## src/rtl/status_flag_controller_pkg.sv

```systemverilog
// Shared definitions for the NZCV status flag controller: ARM condition codes,
// flag bit positions inside the packed {Z,C,N,V} word, and occupancy states.
package status_flag_controller_pkg;

  typedef enum logic [3:0] {
    COND_EQ = 4'd0,
    COND_NE = 4'd1,
    COND_CS = 4'd2,
    COND_CC = 4'd3,
    COND_MI = 4'd4,
    COND_PL = 4'd5,
    COND_VS = 4'd6,
    COND_VC = 4'd7,
    COND_HI = 4'd8,
    COND_LS = 4'd9,
    COND_GE = 4'd10,
    COND_LT = 4'd11,
    COND_GT = 4'd12,
    COND_LE = 4'd13,
    COND_AL = 4'd14,
    COND_NV = 4'd15
  } cond_e;

  localparam int unsigned FLAG_Z = 3;
  localparam int unsigned FLAG_C = 2;
  localparam int unsigned FLAG_N = 1;
  localparam int unsigned FLAG_V = 0;

  // Occupancy of the in-flight flag-writer counter; decoded, never stored.
  typedef enum logic [1:0] {
    OCC_IDLE = 2'd0,
    OCC_BUSY = 2'd1,
    OCC_FULL = 2'd2
  } occ_e;

endpackage

```

## src/rtl/status_flag_controller_if.sv

```systemverilog
// ID / WB-side signal bundle of the status flag controller.
// master = pipeline side driving ID and WB, slave = the controller.
interface status_flag_controller_if;

  logic       id_valid;
  logic [3:0] id_cond;
  logic       id_set_flags;
  logic       flush;
  logic       wb_flag_we;
  logic [3:0] wb_flags;
  logic       stall;
  logic       issue;
  logic       exec;
  logic [3:0] status_reg;
  logic [2:0] pending;
  logic       protocol_err;

  modport master (
    output id_valid, id_cond, id_set_flags, flush, wb_flag_we, wb_flags,
    input  stall, issue, exec, status_reg, pending, protocol_err
  );

  modport slave (
    input  id_valid, id_cond, id_set_flags, flush, wb_flag_we, wb_flags,
    output stall, issue, exec, status_reg, pending, protocol_err
  );

endinterface

```

## src/rtl/status_flag_controller_cond_eval.sv

```systemverilog
// Combinational ARM condition evaluator: condition field + {Z,C,N,V} -> pass.
import status_flag_controller_pkg::*;

module status_flag_controller_cond_eval (
  input  logic [3:0] cond,
  input  logic [3:0] flags,
  output logic       pass
);

  logic z, c, n, v;

  assign z = flags[FLAG_Z];
  assign c = flags[FLAG_C];
  assign n = flags[FLAG_N];
  assign v = flags[FLAG_V];

  // NOTE: assign a default before the case so no path leaves pass unassigned (no latch).
  always_comb begin
    pass = 1'b0;
    case (cond_e'(cond))
      COND_EQ: pass = z;
      COND_NE: pass = ~z;
      COND_CS: pass = c;
      COND_CC: pass = ~c;
      COND_MI: pass = n;
      COND_PL: pass = ~n;
      COND_VS: pass = v;
      COND_VC: pass = ~v;
      COND_HI: pass = c & ~z;
      COND_LS: pass = ~c | z;
      COND_GE: pass = (n == v);
      COND_LT: pass = (n != v);
      COND_GT: pass = ~z & (n == v);
      COND_LE: pass = z | (n != v);
      COND_AL: pass = 1'b1;
      COND_NV: pass = 1'b0;
      default: pass = 1'b0;
    endcase
  end

endmodule

```

## src/rtl/status_flag_controller.sv

```systemverilog
// Architectural NZCV register plus in-flight flag-writer tracking; stalls ID
// until the flags a conditional instruction reads are final, with WB bypass.
import status_flag_controller_pkg::*;

module status_flag_controller #(
  parameter int unsigned MAX_PENDING = 3
) (
  input  logic                     clk,
  input  logic                     rst,
  status_flag_controller_if.slave  bus
);

  localparam logic [2:0] PEND_MAX = 3'(MAX_PENDING);

  logic [3:0] status_q, status_d;
  logic [2:0] pending_q, pending_d;
  logic       err_q, err_d;

  occ_e       occ;
  logic       wb_last;
  logic       flags_final;
  logic [3:0] eff_flags;
  logic       cond_pass;
  logic       is_cond;
  logic       cond_hazard;
  logic       full_hazard;
  logic       stall;
  logic       issue;
  logic       exec;
  logic       accepted;
  logic       retire;
  logic       stray;

  always_comb begin
    occ = OCC_IDLE;
    if (pending_q == PEND_MAX)   occ = OCC_FULL;
    else if (pending_q != 3'd0)  occ = OCC_BUSY;
  end

  // The last outstanding writer retiring this cycle makes its flags usable now.
  assign wb_last     = bus.wb_flag_we && (pending_q == 3'd1);
  assign flags_final = (occ == OCC_IDLE) || wb_last;
  assign eff_flags   = wb_last ? bus.wb_flags : status_q;

  status_flag_controller_cond_eval u_cond_eval (
    .cond  (bus.id_cond),
    .flags (eff_flags),
    .pass  (cond_pass)
  );

  assign is_cond     = (bus.id_cond != COND_AL);
  assign cond_hazard = is_cond && !flags_final;
  assign full_hazard = bus.id_set_flags && (occ == OCC_FULL) && !bus.wb_flag_we;

  assign stall    = bus.id_valid && !bus.flush && (cond_hazard || full_hazard);
  assign issue    = bus.id_valid && !stall && !bus.flush;
  assign exec     = issue && cond_pass;
  assign accepted = exec && bus.id_set_flags;

  assign retire = bus.wb_flag_we && (pending_q != 3'd0);
  assign stray  = bus.wb_flag_we && (pending_q == 3'd0);

  always_comb begin
    pending_d = pending_q + {2'b00, accepted} - {2'b00, retire};
    status_d  = status_q;
    err_d     = err_q;
    if (retire) status_d = bus.wb_flags;
    if (stray)  err_d    = 1'b1;
  end

  // NOTE: reset is sampled on the clock edge (synchronous); state uses non-blocking assignments.
  always_ff @(posedge clk) begin
    if (!rst) begin
      status_q  <= 4'b0000;
      pending_q <= 3'd0;
      err_q     <= 1'b0;
    end else begin
      status_q  <= status_d;
      pending_q <= pending_d;
      err_q     <= err_d;
    end
  end

  assign bus.stall        = stall;
  assign bus.issue        = issue;
  assign bus.exec         = exec;
  assign bus.status_reg   = status_q;
  assign bus.pending      = pending_q;
  assign bus.protocol_err = err_q;

endmodule
```

## src/flat_wrapper.sv

```systemverilog
// flat-port wrapper written by rule: the top's interface ports become plain ports
module status_flag_controller_flat 
#(
  parameter int unsigned MAX_PENDING = 3
)
  (clk, rst, bus_id_valid, bus_id_cond, bus_id_set_flags, bus_flush, bus_wb_flag_we, bus_wb_flags, bus_stall, bus_issue, bus_exec, bus_status_reg, bus_pending, bus_protocol_err);
  status_flag_controller_if bus_i ();
  input  logic clk;
  input  logic rst;
  input wire logic [$bits(bus_i.id_valid)-1:0] bus_id_valid;
  input wire logic [$bits(bus_i.id_cond)-1:0] bus_id_cond;
  input wire logic [$bits(bus_i.id_set_flags)-1:0] bus_id_set_flags;
  input wire logic [$bits(bus_i.flush)-1:0] bus_flush;
  input wire logic [$bits(bus_i.wb_flag_we)-1:0] bus_wb_flag_we;
  input wire logic [$bits(bus_i.wb_flags)-1:0] bus_wb_flags;
  output wire logic [$bits(bus_i.stall)-1:0] bus_stall;
  output wire logic [$bits(bus_i.issue)-1:0] bus_issue;
  output wire logic [$bits(bus_i.exec)-1:0] bus_exec;
  output wire logic [$bits(bus_i.status_reg)-1:0] bus_status_reg;
  output wire logic [$bits(bus_i.pending)-1:0] bus_pending;
  output wire logic [$bits(bus_i.protocol_err)-1:0] bus_protocol_err;
  assign bus_i.id_valid = bus_id_valid;
  assign bus_i.id_cond = bus_id_cond;
  assign bus_i.id_set_flags = bus_id_set_flags;
  assign bus_i.flush = bus_flush;
  assign bus_i.wb_flag_we = bus_wb_flag_we;
  assign bus_i.wb_flags = bus_wb_flags;
  assign bus_stall = bus_i.stall;
  assign bus_issue = bus_i.issue;
  assign bus_exec = bus_i.exec;
  assign bus_status_reg = bus_i.status_reg;
  assign bus_pending = bus_i.pending;
  assign bus_protocol_err = bus_i.protocol_err;
  status_flag_controller #(.MAX_PENDING(MAX_PENDING)) u_core (.clk(clk), .rst(rst), .bus(bus_i));
endmodule
```

## config.mk

```make
export PLATFORM = sky130hd
export DESIGN_NAME = status_flag_controller_flat
export DESIGN_NICKNAME = d
export VERILOG_FILES = /design/src/rtl/status_flag_controller_pkg.sv /design/src/rtl/status_flag_controller_if.sv /design/src/rtl/status_flag_controller_cond_eval.sv /design/src/rtl/status_flag_controller.sv /design/src/flat_wrapper.sv
export SDC_FILE = /design/constraint.sdc
export NUM_CORES = 1
export LEC_CHECK = 0
export CAP_MARGIN = 40
export CORE_MARGIN = 2
export CORE_UTILIZATION = 25
export CTS_CLUSTER_SIZE = 20
export DETAILED_ROUTE_END_ITERATION = 10
export GPL_ROUTABILITY_DRIVEN = 0
export PLACE_DENSITY = 0.51
export SYNTH_ARGS = -nofsm -noshare
export SYNTH_HDL_FRONTEND = slang
export SYNTH_SLANG_ARGS = --single-unit
export TNS_END_PERCENT = 10
```

## constraint.sdc

```tcl
create_clock -name clk -period 2.7 [get_ports clk]
set_input_delay 0.54 -clock clk [delete_from_list [all_inputs] [get_ports clk]]
set_output_delay 0.54 -clock clk [all_outputs]
set_load 0.05 [all_outputs]
```

# After elaboration in Yosys (flattened, before gate mapping)

Cells that the tools add are included.
W data, S select, Z words.

Bitwise operators: 8
Add/subtract/negate cells: 2
Reductions and logical operators: 22
Mux-type cells: 4
Equality and inequality tests: 21

Operators with widths:

| cell                 | count |
|---|---|
| $eq A4 B4 Y1 const B | 8 |
| $eq A4 B3 Y1 const B | 4 |
| $pmux W1 S16         | 1 |
| $logic_and A1 B1 Y1  | 12 |
| $eq A4 B2 Y1 const B | 2 |
| $eq A4 B1 Y1 const B | 1 |
| $logic_not A1 Y1     | 4 |
| $logic_not A4 Y1     | 1 |
| $mux W4              | 1 |
| $ne A4 B4 Y1 const B | 1 |
| $not A1 Y1           | 4 |
| $add A3 B1 Y3        | 1 |
| $eq A3 B1 Y1 const B | 1 |
| $eq A3 B2 Y1 const B | 1 |
| $logic_not A3 Y1     | 1 |
| $reduce_bool A3 Y1   | 1 |
| $sub A3 B1 Y3        | 1 |
| $and A1 B1 Y1        | 2 |
| $eq A2 B2 Y1 const B | 1 |
| $logic_not A2 Y1     | 1 |
| $logic_or A1 B1 Y1   | 2 |
| $mux W2              | 1 |
| $or A1 B1 Y1         | 2 |
| $eq A1 B1 Y1         | 1 |
| other kinds (2)      | 2 |

Bits in registers: 8
Output and inout bits: 11
Bits of input ports: 14

# Depth between registers and ports, before layout

Gate-level depths: netlist of run 1.

Depth after elaboration: 16
Mapped depth: 13

# Hierarchy

Synthesis of run 1 repeated with hierarchy kept, for this count alone.

Cells, all modules: 78
Area total of the unflattened synthesis: 646.9 um2

Modules (own cells, without submodules):

| module                           | cells an instance | seq. area each (um2) | instances | area each (um2) |
|---|---|---|---|---|
| status_flag_controller           | 55                | 160.2                | 1         | 491.7 |
| status_flag_controller_cond_eval | 23                | 0.0                  | 1         | 155.1 |

# Worst setup path before layout of run 1

OpenSTA, ideal clock, no wires.

Path type: flip-flop to flip-flop
Start: register u_core.pending_q[2] (netlist: u_core.bus.pending[2])
End: register u_core.pending_q[2] (netlist: u_core.bus.pending[2])
Buffers on the path: 0
Period minus slack after synthesis: 4.365 ns
Data arrival time: 4.250 ns
Cell stages (with the launch flop): 13
Setup slack: -1.665 ns
Data required time: 2.585 ns
Library setup time: 0.115 ns
Cells stage by stage: dfxtp_1 and4bb_2 o21ai_0 and3b_1 nand2_1 o32ai_1 and2_1 ha_1 inv_1 fa_1 xnor2_1 xnor2_1 and2_1

Longest elaborated chain between the ends: 16

RTL lines:

| what                               | line                         | RTL |
|---|---|---|
| from (decl)                        | status_flag_controller.sv:16 | `logic [2:0] pending_q, pending_d;` |
| from (signal assigned)             | status_flag_controller.sv:79 | `pending_q <= pending_d;` |
| $reduce_bool A3 Y1                 | status_flag_controller.sv:37 | `else if (pending_q != 3'd0) occ = OCC_BUSY;` |
| $mux W1                            | status_flag_controller.sv:37 |  |
| $mux W2                            | status_flag_controller.sv:36 | `if (pending_q == PEND_MAX) occ = OCC_FULL;` |
| $logic_not A2 Y1                   | status_flag_controller.sv:42 | `assign flags_final = (occ == OCC_IDLE) \|\| wb_last;` |
| $logic_or A1 B1 Y1                 | status_flag_controller.sv:42 |  |
| $logic_not A1 Y1                   | status_flag_controller.sv:52 | `assign cond_hazard = is_cond && !flags_final;` |
| $logic_and A1 B1 Y1                | status_flag_controller.sv:52 |  |
| $logic_or A1 B1 Y1 *               | status_flag_controller.sv:55 | `assign stall = bus.id_valid && !bus.flush && (cond_hazard \|\| full_hazard);` |
| $logic_and A1 B1 Y1 *              | status_flag_controller.sv:55 |  |
| $logic_not A1 Y1 *                 | status_flag_controller.sv:56 | `assign issue = bus.id_valid && !stall && !bus.flush;` |
| $logic_and A1 B1 Y1 * (2 in a row) | status_flag_controller.sv:56 |  |
| net bus_issue                      | flat_wrapper.sv:17           | `output wire logic [$bits(bus_i.issue)-1:0] bus_issue;` |
| $logic_and A1 B1 Y1 *              | status_flag_controller.sv:57 | `assign exec = issue && cond_pass;` |
| net bus_exec                       | flat_wrapper.sv:18           | `output wire logic [$bits(bus_i.exec)-1:0] bus_exec;` |
| $logic_and A1 B1 Y1 *              | status_flag_controller.sv:58 | `assign accepted = exec && bus.id_set_flags;` |
| $add A3 B1 Y3 *                    | status_flag_controller.sv:64 | `pending_d = pending_q + {2'b00, accepted} - {2'b00, retire};` |
| $sub A3 B1 Y3 *                    | status_flag_controller.sv:64 |  |

The timed path passes the listed nets; every way through them passes the cells marked *.
A chain may end at the register's enable or synchronous reset.

# Worst setup path after layout of run 1

Start: register u_core.pending_q[1] (netlist: u_core.bus.pending[1])
End: output bus_exec

Longest elaborated chain between the ends: 13

RTL lines:

| what                             | line |
|---|---|
| $reduce_bool A3 Y1               | status_flag_controller.sv:37 |
| $mux W1                          | status_flag_controller.sv:37 |
| $mux W2                          | status_flag_controller.sv:36 |
| $logic_not A2 Y1                 | status_flag_controller.sv:42 |
| $logic_or A1 B1 Y1               | status_flag_controller.sv:42 |
| $logic_not A1 Y1                 | status_flag_controller.sv:52 |
| $logic_and A1 B1 Y1              | status_flag_controller.sv:52 |
| $logic_or A1 B1 Y1               | status_flag_controller.sv:55 |
| $logic_and A1 B1 Y1              | status_flag_controller.sv:55 |
| $logic_not A1 Y1                 | status_flag_controller.sv:56 |
| $logic_and A1 B1 Y1 (2 in a row) | status_flag_controller.sv:56 |
| $logic_and A1 B1 Y1 *            | status_flag_controller.sv:57 |
| to (decl)                        | flat_wrapper.sv:18 |

Every way passes the cells marked *; elsewhere a longest branch is shown, timed or not.

==> summary.md, run 1 <==
| Metric | Value |
|---|---|
| Core Footprint | 0.00252 sq mm |
| Longest Clk Path Bufs | 2 |
| Worst-path maximum fanout | 3 |
| Crit path kind | reg -> out |
| Synthesis-stage register bit count | 8 |
| Overall routing resource usage | 0.123 |
| Worst-margin pin slew | roughly 500 ps |
| Final HPWL DP | around 1400 um |
| Die extent in x | around 56 um |
| Clock-pin transition on the worst setup and hold timing paths | approximately 50 ps |
| Largest family of logic cells by synthesized area | simple AND/OR/NAND/NOR gates |
| Wire per inst | 11.7 um |
| CTS root buf | clkbuf_4 |
| CTS H-tree lvls | 1 |
| Fill cells | around 250 |
| Status | finished, violations left |
| CP delay by family, top | multiplexers |
| Failing checks | negative setup slack |
| Pin count of the biggest net entering global routing | 10 |
| Leak | between 0.5 and 0.6 nW |
| Cts hold-fix bufs | 0 |
| Unrepaired setup endpoints after global routing | true |
| Post-Synth Simple-Gate Area | 0.270 |
| First-pass GRT wire length | between 3000 and 4000 um |
| Slowest CP cell | mux4_2 |
| Critical path buffers and inverters | 2 |
| Sequential area share after synthesis | 0.237 |
| CP Launch Type | flip-flop |
| N_diodes | 0 |
| Antenna Nets Post-Route | 0 |
| Clk_lat worst skew | 250 ps |
| Layout area overhead | 81.9% |
| Vias per cell | 4.54 |
| CP peak stage delay | 530 ps |
| Most frequent cells in the layout | buf_4 (22), clkdlybuf4s50_1 (13), nor2b_1 (8) |
| Post-Route Skew | between 3 and 4 ps |
| Area share of xor/xnor cells in the synthesized design | 0.0776 |
| Initial core utilization | 0.268 |
| Adder and majority gate portion of the synthesized area | 0.0665 |
| Post-DP Area | roughly 0.0011 sq mm |
| Fin area | roughly 0.0012 sq mm |
| DRC | 0 |
| Drt total wl | ~1800 um |
| TritonCTS clock tree | built |
| Crit path cell chain | and4bb_2 -> mux4_2 -> xor2_1 -> a221oi_2 -> o32ai_4 -> buf_4 -> buf_6 |
| Syn Area/Cell | about 9.3 sq um |
| Net count reported at finish | 140 |
| Layout cells sized above 1 | 0.479 |
| Initial antenna violation count | 0 |
| Min Tclk post-route | 2940 ps |
| Compound-Gate Fraction of Synth Area | 0.115 |
| DR iter-0 viols | 12 |
| Vias in the first global route | approximately 690 |
| Commonest non-fill, non-tap cell in the layout | buf_4 |
| Chip Height | between 50 and 60 um |
| Core Util, Final | 0.488 |
| Max VDD drop | 682 uV |
| Post-synthesis instance area | around 680 sq um |
| Power Total | around 980 uW |
| YS warnings | 0 |
| Crit share post-route | 1.09 |
| Net Count, Synth | 90 |
| CTS Sinks | 8 |
| Die ar. | 0.00314 sq mm |
| Rel. slew slack | 0.665 |
| Setup tns final | -593 ps |
| Cell variety after synth | 34 |
| Total number of vias | about 700 |
| Setup WS post-layout | -239 ps |
| Setup slack, reg-to-reg | -220 ps |
| I/O pin cnt | 25 |
| Finish-stage setup viols | 3 |
| Pwr Density | around 800 mW/mm^2 |
| Final Hold Fails | 0 |
| CP arrival | approximately 2400 ps |
| Final Max Tran Viols | 0 |
| Row Count | 18 |
| Worst min-delay path category | reg -> reg |
| Number of CTS-inserted buffers | 3 |
| Worst path required time | 2160 ps |
| Worst Setup End Kind | primary output |
| Maximum clock rate | approximately 0.34 GHz |
| Mux contribution to synthesized area | 0.177 |
| Max_cap viols | 0 |
| IO Port Bufs | 24 |
| Post-Syn Instances | 73 |
| Grt total ovfl | 0 |
| Max reg flops | 4 |
| Drt pass-1 iters | 4 |
power by group:
group,internal (mW),total [mW],switching [mW]
clock,0.0506,0.0874,0.0368
combinational,0.359,0.721,0.362
sequential,0.157,0.174,0.0173
routing by layer:
metal	up-vias	share of wire	GRT usage
met2	14	0.47	0.198
met3	5	0.032	0.0186
met5	-	0	0
li1	355	-	-
met4	0	0.022	0.0714
met1	312	0.47	0.154
final timing paths:
kind | end | from | depth (start not counted)
worst max-delay path | bus_exec | u_core.bus.pending[1] | 7
worst max register to register | u_core.bus.pending[2] | u_core.bus.pending[1] | 12
worst min register to register | u_core.bus.protocol_err | u_core.bus.protocol_err | 2
worst min-delay path | u_core.bus.protocol_err | u_core.bus.protocol_err | 2
worst register-to-register path: cells and delay by family (launching register included):
| family | cells | cell delay (ps) |
|---|---|---|
| fa+ha+maj | 2 | 500 |
| simple gates | 3 | 680 |
| buf+inv | 1 | 30 |
| xor+xnor | 3 | 480 |
| flops | 1 | 310 |
| mux | 1 | 530 |
| compound gates | 2 | 270 |
stage by stage:
stage / hold slack, ps / std cells / setup slack (ps)
after global routing: 519 / 151 / -356
after CTS: 504 / 151 / -292
final: 496 / 151 / -239
after global placement: 489 / 146 / -907
after detailed placement: 484 / 146 / -955
after floorplan: 648 / 73 / -608
Yosys cell counts:
cell	instances	area share
buf_2	1	0.0074
buf_6	1	0.017
and4bb_2	1	0.018
nor3b_1	1	0.011
and4bb_1	1	0.018
nor3_1	1	0.0074
a21oi_1	2	0.015
nand3_1	1	0.0074
o32ai_1	2	0.026
xnor2_1	5	0.065
ha_1	2	0.037
mux2_2	1	0.017
a221oi_2	1	0.022
and3b_1	1	0.013
clkbuf_1	1	0.0055
a41o_1	1	0.015
fa_1	1	0.030
o21a_1	1	0.011
o21ai_0	2	0.015
dfxtp_1	8	0.24
nor2_1	3	0.017
mux4_2	1	0.033
and3_2	1	0.011
inv_1	5	0.028
xor2_1	1	0.013
mux4_1	1	0.039
and2_1	3	0.028
nand2b_1	2	0.018
nand3b_1	1	0.011
nand2_1	4	0.022
a21boi_0	1	0.011
nand4b_1	1	0.013
nor2b_1	8	0.074
mux2i_1	6	0.089
cells by family (layout without fill, tap and decap cells):
kind of cell	after synthesis	after routing
AND/OR/NAND/NOR	29	29
buffers and inverters	8	56
adder cells (fa/ha/maj)	3	3
flip-flops	8	8
XOR/XNOR	6	6
multiplexers	9	9
AO/OA/AOI/OAI	10	10
cell type report:
cell class,count,area [sq um],area share
Sequential cell,8,166,0.135
Timing Repair Buffer,48,440,0.358
Inverter,5,18.8,0.0152
Clock buffer,3,22.5,0.0183
Tap cell,30,37.5,0.0305
Multi-Input combinational cell,57,546,0.443
timing repair:
item	4_1_cts	5_1_grt
endpoints found under the hold margin	0	0
resized for setup	27	6
pin swaps	14	7
endpoints found under the setup margin	4	3
buffers inserted	2	0
(Power assumes the default switching activity.)
==> run 2, diff against run 1 <==
CORE_UTILIZATION = 39   (was 25)
PLACE_DENSITY = 0.74   (was 0.51)
TNS_END_PERCENT = unset   (was 10)
==> summary.md, run 2 (synthesized netlist as in run 1, its figures left out) <==
| Metric | Value |
|---|---|
| Failing checks | negative setup slack |
| N_diodes | 0 |
| DR iter-0 viols | 3 |
| Final Hold Fails | 0 |
| Chip Height | roughly 46 um |
| Finish-stage setup viols | 3 |
| Worst path required time | 2160 ps |
| Power Total | 1.01 mW |
| CTS H-tree lvls | 1 |
| Grt total ovfl | 0 |
| First-pass GRT wire length | 3050 um |
| Status | finished, violations left |
| Core Util, Final | 0.735 |
| Leak | ~0.54 nW |
| Fin cells | ~140 |
| Storage cell area | about 170 sq um |
| Fill cells | between 100 and 150 |
| Rel. slew slack | 0.654 |
| Row Count | 15 |
| Post-DP Area | roughly 0.0011 sq mm |
| Net count reported at finish | between 100 and 150 |
| Number of CTS-inserted buffers | 3 |
| Max VDD drop | 617 uV |
| Core Footprint | around 0.0017 sq mm |
| Layout area overhead | 81.3% |
| CTS Sinks | 8 |
| TritonCTS clock tree | built |
| CP arrival | 2380 ps |
| Slowest CP cell | mux4_2 |
| Die ar. | 0.00208 sq mm |
| Initial antenna violation count | 0 |
| Maximum clock rate | between 0.3 and 0.4 GHz |
| Antenna Nets Post-Route | 0 |
| Vias in the first global route | 726 |
| Final Max Tran Viols | 0 |
| Unrepaired setup endpoints after global routing | true |
| Top sig layer | met4 |
| DRC | 0 |
| Critical path buffers and inverters | 2 |
| Post-Route Skew | roughly 6.2 ps |
| Longest Clk Path Bufs | 2 |
| Met1 WL | approximately 760 um |
| CP peak stage delay | 510 ps |
| Setup WS post-layout | -217 ps |
| Worst-path maximum fanout | 3 |
| Worst-margin pin slew | between 500 and 600 ps |
| Worst Setup End Kind | primary output |
| Max_cap viols | 0 |
| CP Launch Type | flip-flop |
| Pin count of the biggest net entering global routing | 10 |
| Clock-pin transition on the worst setup and hold timing paths | ~50 ps |
| Final HPWL DP | roughly 1400 um |
| Min Tclk post-route | slightly below 3000 ps |
| Pwr Density | 824 mW/mm^2 |
| Total number of vias | about 690 |
| Drt pass-1 iters | 4 |
| CTS root buf | clkbuf_4 |
| Die extent in x | 45.7 um |
| I/O pin cnt | 25 |
| Worst min-delay path category | reg -> reg |
| Cell Count Post-Placement | between 100 and 150 |
| Wire per inst | approximately 13 um |
| Drt total wl | roughly 1800 um |
| Vias per cell | 5.09 |
| Crit path kind | reg -> out |
| Crit path cell chain | and4bb_4 -> mux4_2 -> xor2_1 -> a221oi_2 -> o32ai_4 -> buf_4 -> buf_8 |
| Max reg flops | 4 |
| Multi-input gate area | 564 sq um |
| Hold depth | 2 |
| Most frequent cells in the layout | buf_4 (19), clkdlybuf4s50_1 (13), nor2b_1 (8) |
| Fin area | between 0.001 and 0.0015 sq mm |
| Clk_lat worst skew | roughly 250 ps |
| Layout cells sized above 1 | 0.454 |
| Cells on worst reg2reg path | 13 |
| CP Depth | 7 |
| IO Port Bufs | 24 |
| WL met3 | between 70 and 80 um |
| Crit share post-route | 1.08 |
| Overall routing resource usage | 0.206 |
| Routed wl met2 | about 960 um |
| Cts hold-fix bufs | 0 |
| CP delay by family, top | multiplexers |
| Commonest non-fill, non-tap cell in the layout | buf_4 |
| Initial core utilization | 0.405 |
==> run 2: layout make-up <==
class                      count  share of cell area
clock buffer                   4              0.0214
inverter                       5              0.0153
multi-input combinational     57               0.460
sequential                     8               0.138
tap                           17              0.0173
timing repair buffer          45               0.349
==> run 2: power breakdown <==
| group | switching (mW) | total [mW] | internal, mW |
|---|---|---|---|
| combinational | 0.371 | 0.734 | 0.363 |
| sequential | 0.0217 | 0.181 | 0.160 |
| clock | 0.0394 | 0.0958 | 0.0564 |
==> run 2: path summary, 6_finish.rpt <==
kind,to,slack [ps],startpoint
setup reg to reg,u_core.bus.pending[2],-180,u_core.bus.pending[2]
hold reg to reg,u_core.bus.protocol_err,530,u_core.bus.protocol_err
setup / recovery,bus_exec,-220,u_core.bus.pending[2]
hold / removal,u_core.bus.protocol_err,530,u_core.bus.protocol_err
==> run 2: through the flow <==
stage | setup slack, ps | hold WS, ps | TNS [ps]
3_3_place_gp | -910 | 490 | -3080
4_1_cts | -232 | 522 | -549
3_5_place_dp | -961 | 501 | -3250
6_report | -217 | 527 | -541
5_1_grt | -285 | 579 | -804
2_1_floorplan | -591 | 648 | -1030
==> run 2: worst register-to-register path: stages, from the launching register on <==
cell	delay (ps)
dfxtp_2	320
and4bb_4	370
buf_4	150
mux2i_4	260
nand3b_1	100
nor3b_2	180
o32ai_4	280
and2_4	190
ha_4	120
inv_2	40
fa_2	360
xnor2_2	150
xnor2_1	120
and2_1	150
==> run 2: layer usage <==
metal	vias up	GRT usage
met5	-	0
met4	0	0.124
met3	2	0.0397
met2	17	0.344
met1	322	0.242
li1	351	-
==> run 2: what timing repair did <==
item,in CTS,in global routing
setup buffers,3,0
endpoints found under the setup margin,4,3
resized for setup,27,3
pin swaps,13,3
==> run 3, diff against run 2 <==
TNS_END_PERCENT = 10   (was unset)
==> summary.md, run 3 (synthesized netlist as in run 1, its figures left out) <==
| Metric | Value |
|---|---|
| Antenna Nets Post-Route | 0 |
| Number of CTS-inserted buffers | 3 |
| Drt pass-1 iters | 1 |
| Clock-pin transition on the worst setup and hold timing paths | 50 ps |
| Setup WS post-layout | -279 ps |
| Crit path kind | reg -> out |
| Failing checks | negative setup slack |
| Row Count | 15 |
| Final Hold Fails | 0 |
| I/O pin cnt | 25 |
| FF-to-FF End | u_core.bus.pending[2] |
| Commonest non-fill, non-tap cell in the layout | buf_4 |
| IO Port Bufs | 24 |
| Core Util, Final | 0.727 |
| TritonCTS clock tree | built |
| Worst min-delay path category | reg -> reg |
| Leak | 0.542 nW |
| Worst-margin pin slew | about 500 ps |
| Min-delay src | u_core.bus.protocol_err |
| Die ar. | ~0.0021 sq mm |
| Longest Clk Path Bufs | 2 |
| Worst hold margin | roughly 490 ps |
| Post-Route Skew | between 2 and 2.5 ps |
| Chip Height | 45.7 um |
| Pwr Density | around 800 mW/mm^2 |
| Drt total wl | about 1700 um |
| Die extent in x | roughly 46 um |
| Grt total ovfl | 0 |
| Layout cells sized above 1 | 0.458 |
| Multi-input gate area | between 500 and 600 sq um |
| WL met3 | 43 um |
| Max reg flops | 4 |
| CTS root buf | clkbuf_4 |
| Rel. slew slack | 0.667 |
| Initial antenna violation count | 0 |
| Fill cells | approximately 130 |
| N_diodes | 0 |
| Vias per cell | around 5 |
| Max_cap viols | 0 |
| Net count reported at finish | 139 |
| Fin cells | about 140 |
| Vias in the first global route | 722 |
| Overall routing resource usage | 0.194 |
| Unrepaired setup endpoints after global routing | true |
| Cts hold-fix bufs | 0 |
| Cell Count Post-Placement | between 100 and 150 |
| Max VDD drop | ~670 uV |
| Setup tns final | -745 ps |
| Routed wl met2 | between 800 and 900 um |
| DRC | 0 |
| Total number of vias | 694 |
| Pin count of the biggest net entering global routing | 10 |
| Most frequent cells in the layout | buf_4 (22), clkdlybuf4s50_1 (13), nor2b_1 (8) |
| Reg2reg start | u_core.bus.pending[2] |
| CTS H-tree lvls | 1 |
| CP arrival | 2440 ps |
| Met1 WL | around 800 um |
| Final HPWL DP | around 1400 um |
| DR iter-0 viols | 0 |
| Power Total | roughly 990 uW |
| Setup slack, reg-to-reg | -270 ps |
| Hold depth | 2 |
| Status | finished, violations left |
| CTS Sinks | 8 |
| Finish-stage setup viols | 3 |
| Worst path required time | about 2200 ps |
| Layout area overhead | 79.3% |
| Cells on worst reg2reg path | 13 |
| WHS Endpoint | u_core.bus.protocol_err |
| Final Max Tran Viols | 0 |
| Initial core utilization | 0.405 |
| Worst Setup End Kind | primary output |
| Wire per inst | between 10 and 15 um |
| First-pass GRT wire length | about 2900 um |
| Storage cell area | between 150 and 200 sq um |
| Worst-path maximum fanout | 3 |
| Maximum clock rate | ~0.34 GHz |
| Clk_lat worst skew | 250 ps |
| Core Footprint | around 0.0017 sq mm |
| Top sig layer | met4 |
| Min Tclk post-route | roughly 3000 ps |
| Crit share post-route | 1.10 |
| CP Launch Type | flip-flop |
==> run 3: repair_timing <==
action	4_1_cts	5_1_grt
setup buffers	2	2
pin swaps	15	9
endpoints found under the setup margin	4	3
resized for setup	23	4
==> run 3: routing by layer <==
metal,global-route usage,up-vias
met1,0.231,322
li1,-,356
met4,0.135,0
met5,0,-
met3,0.0357,2
met2,0.310,14
==> run 3: cell type report <==
| cell class | count | area share |
|---|---|---|
| repair buffers | 47 | 0.360 |
| well taps | 17 | 0.0175 |
| inverters | 5 | 0.0155 |
| multi-input cells | 57 | 0.452 |
| clock buffers | 3 | 0.0186 |
| flip-flops and latches | 8 | 0.137 |
==> run 3: stage by stage <==
stage | setup slack [ps] | instance area (sq um)
6_report | -279 | 1210
3_5_place_dp | -916 | 1130
3_3_place_gp | -860 | 1130
5_1_grt | -367 | 1210
4_1_cts | -293 | 1190
2_1_floorplan | -608 | 711
==> run 3: how the worst max path moves through the flow <==
| stage | slack (ps) | to | from | cells after the start |
|---|---|---|---|---|
| after floorplan | -610 | u_core.bus.pending[2] | bus_id_cond[0] | 13 |
| after global placement | -860 | u_core.bus.pending[2] | bus_wb_flag_we | 13 |
| after detailed placement | -920 | u_core.bus.pending[2] | bus_wb_flag_we | 14 |
| after CTS | -290 | u_core.bus.pending[2] | u_core.bus.pending[1] | 13 |
| after global routing | -370 | u_core.bus.pending[2] | u_core.bus.pending[2] | 13 |
| final | -280 | bus_exec | u_core.bus.pending[2] | 7 |
==> run 3: power breakdown <==
group,internal [mW],total (mW),switching [mW]
combinational,0.359,0.724,0.365
sequential,0.157,0.177,0.0198
clock,0.0505,0.0861,0.0356
total,0.567,0.987,0.420
==> run 3: critical path, stage by stage (launching register included) <==
cell and delay [ps]:
dfxtp_2 310, and4bb_4 370, mux4_2 540, xor2_2 200, a221oi_2 340, o32ai_4 140, buf_4 160, buf_8 140
